### src/rtl/mem_arbiter_pkg.sv
// Shared types for the two-master memory arbiter.
// State encodings and master index constants.
package mem_arbiter_pkg;

    typedef enum logic [1:0] {
        IDLE  = 2'd0,
        ISSUE = 2'd1,
        WAIT  = 2'd2
    } state_t;

    localparam logic M0 = 1'b0;
    localparam logic M1 = 1'b1;

    localparam int CNT_W = 2;

endpackage

### src/rtl/mem_arbiter_rr_arb2.sv
// Two-request picker; round robin, or fixed M0 priority
// when MEM_ARB_FIXED_PRIO_EN is defined.
module rr_arb2
    import mem_arbiter_pkg::*;
(
    input  logic [1:0] req,
    input  logic       last_grant,
    output logic       grant
);

`ifdef MEM_ARB_FIXED_PRIO_EN
    logic unused_last;
    assign unused_last = last_grant;

    always_comb begin
        grant = req[M0] ? M0 : M1;
    end
`else
    always_comb begin
        grant = M0;
        if (req[M0] && req[M1]) begin
            grant = ~last_grant;
        end else if (req[M1]) begin
            grant = M1;
        end
    end
`endif

endmodule

### src/rtl/mem_arbiter.sv
// Shares the crossbar CPU port between M0 (LSU) and M1.
// Tie policy selected by MEM_ARB_FIXED_PRIO_EN (default round robin).
module mem_arbiter
    import mem_arbiter_pkg::*;
#(
    parameter int ADDR_W       = 30,
    parameter int DATA_W       = 32,
    parameter int READ_LATENCY = 1
) (
    input  logic              clk,
    input  logic              rst_n,
    input  logic              i_m0_req,
    input  logic [ADDR_W-1:0] i_m0_addr,
    input  logic [DATA_W-1:0] i_m0_data,
    input  logic              i_m0_wren,
    input  logic [3:0]        i_m0_mask,
    output logic              o_m0_ack,
    input  logic              i_m1_req,
    input  logic [ADDR_W-1:0] i_m1_addr,
    input  logic [DATA_W-1:0] i_m1_data,
    input  logic              i_m1_wren,
    input  logic [3:0]        i_m1_mask,
    output logic              o_m1_ack,
    output logic [DATA_W-1:0] o_rdata,
    output logic [ADDR_W-1:0] o_addr,
    output logic [DATA_W-1:0] o_data,
    output logic              o_wren,
    output logic [3:0]        o_mask,
    input  logic [DATA_W-1:0] i_data,
    output logic              o_busy
);

    localparam logic [CNT_W-1:0] CNT_INIT = CNT_W'(READ_LATENCY - 1);

    state_t            state, state_n;
    logic [CNT_W-1:0]  cnt, cnt_n;
    logic              grant, grant_n;
    logic              win;
    logic              done;
    logic [ADDR_W-1:0] addr_n;
    logic [DATA_W-1:0] data_n;
    logic [3:0]        mask_n;
    logic              wren_n;

    // grant doubles as last_grant; reset to M1 so M0 wins the first tie
    rr_arb2 u_arb (
        .req        ({i_m1_req, i_m0_req}),
        .last_grant (grant),
        .grant      (win)
    );

    always_ff @(posedge clk or negedge rst_n) begin
        if (!rst_n) begin
            state  <= IDLE;
            cnt    <= '0;
            grant  <= M1;
            o_addr <= '0;
            o_data <= '0;
            o_mask <= '0;
            o_wren <= 1'b0;
        end else begin
            state  <= state_n;
            cnt    <= cnt_n;
            grant  <= grant_n;
            o_addr <= addr_n;
            o_data <= data_n;
            o_mask <= mask_n;
            o_wren <= wren_n;
        end
    end

    always_comb begin
        state_n = state;
        cnt_n   = cnt;
        grant_n = grant;
        addr_n  = o_addr;
        data_n  = o_data;
        mask_n  = o_mask;
        wren_n  = 1'b0;
        unique case (state)
            IDLE: begin
                if (i_m0_req || i_m1_req) begin
                    grant_n = win;
                    addr_n  = (win == M1) ? i_m1_addr : i_m0_addr;
                    data_n  = (win == M1) ? i_m1_data : i_m0_data;
                    mask_n  = (win == M1) ? i_m1_mask : i_m0_mask;
                    wren_n  = (win == M1) ? i_m1_wren : i_m0_wren;
                    state_n = ISSUE;
                end
            end
            ISSUE: begin
                if (o_wren) begin
                    state_n = IDLE;
                end else begin
                    cnt_n   = CNT_INIT;
                    state_n = WAIT;
                end
            end
            WAIT: begin
                if (cnt == '0) begin
                    state_n = IDLE;
                end else begin
                    cnt_n = cnt - 1'b1;
                end
            end
            default: state_n = IDLE;
        endcase
    end

    // acks decode registered state only, so they cannot glitch
    assign done     = (state == ISSUE && o_wren) ||
                      (state == WAIT && cnt == '0);
    assign o_m0_ack = done && (grant == M0);
    assign o_m1_ack = done && (grant == M1);
    assign o_busy   = (state != IDLE);
    assign o_rdata  = i_data;

`ifndef SYNTHESIS
    always @(posedge clk) begin
        if (rst_n && o_busy) begin
            assert ((grant == M1) ? i_m1_req : i_m0_req)
            else $error("mem_arbiter: granted master dropped req before ack");
        end
    end
`endif

endmodule
### config.mk
export PLATFORM = sky130hd
export DESIGN_NAME = mem_arbiter
export DESIGN_NICKNAME = d
export VERILOG_FILES = /design/src/rtl/mem_arbiter_pkg.sv /design/src/rtl/mem_arbiter_rr_arb2.sv /design/src/rtl/mem_arbiter.sv
export SDC_FILE = /design/constraint.sdc
export NUM_CORES = 1
export LEC_CHECK = 0
export ABC_AREA = 0
export BUFFER_PORTS_ARGS = -buffer_cell sky130_fd_sc_hd__buf_4
export CORE_AREA = 2 2 105 107
export DETAILED_ROUTE_END_ITERATION = 7
export DIE_AREA = 0 0 107 109
export PLACE_DENSITY = 0.72
export SYNTH_ARGS = -nofsm -noshare
export SYNTH_HDL_FRONTEND = slang
export SYNTH_SLANG_ARGS = --single-unit
### constraint.sdc
create_clock -name clk -period 2.04 [get_ports clk]
set_input_delay 0.612 -clock clk [delete_from_list [all_inputs] [get_ports clk]]
set_output_delay 0.612 -clock clk [all_outputs]
set_load 0.05 [all_outputs]
==> summary.txt <==
Clock network
  – # hold bufs at CTS: 0
  – CTS Sinks: between 70 and 80
  – Worst skew pair latency: around 0.34 ns
  – Root buf cell: clkbuf_8
  – Reg clk slew, reported paths: 0.08 ns
  – H-tree Lvls: 3
  – TritonCTS Buffers: 9
  – Clock buffer depth: 2
  – CTS tree: done

Critical path
  – CP required: 1.43 ns
  – Crit path kind: flop to output port
  – Critical path buffer and inverter count: 2
  – CP endpoint kind: output port
  – CP Max Fanout: 2
  – Critical path, cell by cell: inv_2 -> ha_4 -> nand3b_1 -> a21oi_1 -> buf_4
  – Top delay family on crit path: flip-flops
  – Reg-to-reg setup timing slack: 0.48 ns
  – Slowest stage cell, crit path: dfrtp_1
  – Critical Path Source Type: flop
  – CP arrival: 1.45 ns
  – CP peak stage delay: 0.39 ns

Layout
  – Share of layout cells above drive strength 1: 0.4441
  – Post-route cell area: roughly 5500 µm²
  – Synth-to-Final Area Change: 45.07%
  – Fin nets: approximately 770
  – N_diodes: 0

Timing
  – Setup tns final: -0.03462 ns
  – Worst-Margin Slew: 0.4599 ns
  – Hold Worst Slack: 0.2176 ns
  – Max Clock Freq: 0.4846 GHz
  – Slew HR: 0.6934
  – Hold Fails Final Rpt: 0
  – Setup-failing EPs final: 2
  – RSZ-0062 raised after global routing: true
  – Worst Skew: 0.008195 ns
  – Tmin final: 2.064 ns
  – Worst setup margin: -0.02357 ns
  – Final slew viol count: 0
  – Final worst-path cycle share: 1.012

Die
  – Core area: 10600 µm²
  – Die Area: 11660 µm²
  – Die Wd: around 110 µm
  – Initial Utilization: 0.3564
  – Die height: 109 µm
  – Std-Cell Rows: 38
  – Num ports: 272

Outcome
  – Outcome: complete, but fails checks
  – Failing checks: setup timing

Synth
  – Synth top cells by count: nand2_1 (136), dfrtp_1 (71), a21oi_1 (69), a31oi_1 (47), buf_4 (34)
  – Count of cell types in the netlist: 25
  – Main area contributors after synthesis: dfrtp_1 (47%), nand2_1 (14%), a21oi_1 (9.1%), a31oi_1 (7.8%), buf_4 (6.8%)
  – Synth Warn #: 0
  – Cell area after synthesis: around 3800 µm²
  – Sequential fraction of the synthesis area: 0.4772
  – Avg Cell Area, Syn: 8.667 µm²
  – Syn Inst Count: about 440
  – Post-synth top area share: 0.4702
  – Synth Flop Type: dfrtp_1
  – Most frequent cell after synthesis: nand2_1
  – Ys async rst share: 1.000
  – Largest area contributor in the netlist: dfrtp_1
  – FF+latch count, synth: just over 70
  – Post-Syn Nets: between 600 and 700
  – EDFF count, synth: 0

Drt
  – Total iterations of the first detailed-routing run: 6
  – Vias/cell: 5.092
  – DRC viols: 0
  – Via count: 3763
  – DRT iter0 DRCs: 226
  – WL/cell: around 15 µm
  – Routed Antenna Nets: 0
  – WL final: between 10000 and 15000 µm

Placed design
  – Detailed placement HPWL: 7994 µm
  – Routability-driven placement congestion ratio: approximately 0.75
  – Port Buffer Count: a little over 200
  – Dpl cell area: roughly 5200 µm²

Global routing
  – First-pass GRT wire length: 17280 µm
  – Largest net degree at the start of global routing: a little under 70
  – Global Route Usage Sum: 0.1836
  – GRT overflow: 0
  – Initial antenna violation count: 0
  – Number of global-route vias before repair: 3617

Job
  – Max-Cap Viols: 0

Hold path
  – Hold/Removal Path Class: input port to asynchronous set/reset pin

Pwr
  – Static leakage: 2.554 nW
  – Pwr/cell area: roughly 1800 nW/µm²
  – Max VDD drop: 1.145 mV
## power breakdown
group          leakage (nW)  total (mW)  switching [mW]  internal, mW
clock network         0.115        1.32           0.527         0.789
logic                  1.63        5.78            3.99          1.79
registers             0.812        2.62           0.474          2.14
total                  2.55        9.71            4.99          4.72
## placed cells by master (no fill, tap or decap)
master / Yosys / final
nor2_1: 1 / 1
or2_2: 0 / 1
buf_4: 34 / 214
dfrtp_1: 71 / 69
a31oi_2: 20 / 20
and2_2: 0 / 1
bufinv_16: 0 / 2
clkinvlp_4: 0 / 2
nand2_1: 136 / 136
buf_12: 0 / 4
dfrtp_2: 0 / 2
nand3b_1: 3 / 3
clkbuf_8: 0 / 12
a21oi_1: 69 / 69
o21ai_0: 1 / 1
a31o_2: 1 / 1
a21boi_1: 1 / 1
nor4b_1: 2 / 2
a211oi_1: 1 / 1
ha_4: 0 / 1
a21bo_2: 1 / 1
inv_1: 4 / 2
a21boi_4: 0 / 1
inv_2: 0 / 2
nor2_4: 0 / 1
a31oi_1: 47 / 47
dfstp_2: 1 / 1
a21boi_0: 2 / 1
## path summary, 6_finish.rpt
kind | from | cells past startpoint | to
hold reg to reg | cnt[1]$_DFFE_PN0P_ | 1 | cnt[1]$_DFFE_PN0P_
min in group clk | i_m0_req | 2 | grant$_DFFE_PN1P_
hold / removal | rst_n | 1 | o_data[28]$_DFFE_PN0P_
max in group asynchronous | rst_n | 2 | state[1]$_DFFE_PN0P_
setup reg to reg | state[0]$_DFFE_PN0P_ | 4 | o_data[17]$_DFFE_PN0P_
setup / recovery | cnt[0]$_DFFE_PN0P_ | 5 | o_m0_ack
## state kept, by name (all words and copies together), names as in the netlist
name,cells
o_addr,30
o_mask,4
cnt,2
o_data,32
state,2
grant,1
o_wren,1
## per-layer routing
metal	up-vias	global-route usage	wire length, µm
met5	-	0	0
met4	0	0.06865	146
met3	14	0.04244	912
met2	204	0.3203	5626
met1	1763	0.2216	4496
li1	1782	-	-
## timing repair
action                                  CTS  global route
resized for setup                         6             0
endpoints found under the setup margin    2             2
pin swaps                                 3             2
setup buffers                             2             1
## per-stage QoR
stage	total power, mW	instances	util	worst slack [ns]
after global routing	10.21	739	0.5170	-0.1027
after detailed placement	8.448	720	0.4908	0.2528
after CTS	9.792	738	0.5163	-0.02464
after floorplan	6.776	436	-	-0.1779
after global placement	8.338	720	0.4908	0.2711
final	9.713	739	0.5170	-0.02357
## worst register-to-register path, delay by kind of cell (launching register included)
family          cells  cell delay (ns)
simple gates        2             0.46
buf+inv             1             0.30
flops               1             0.47
compound gates      1             0.20
## cell type report
| type | instances | area (µm²) |
|---|---|---|
| flip-flops and latches | 72 | 1805 |
| multi-input cells | 289 | 1559 |
| repair buffers | 218 | 1687 |
| well taps | 140 | 175.2 |
| fillers | 976 | 5121 |
| clock inverters | 4 | 75.07 |
| inverters | 4 | 15.01 |
| clock buffers | 12 | 165.2 |
## logic make-up (layout without fill, tap and decap cells)
group / Yosys count / after routing / share of synthesized area
AOI/OAI and AO/OA: 143 / 143 / 0.2497
adders and majority gates: 1 / 1 / 0.003311
buffers and inverters: 75 / 238 / 0.1182
and+or+nand+nor: 145 / 145 / 0.1517
DFF: 72 / 72 / 0.4772
(Power assumes the default switching activity.)
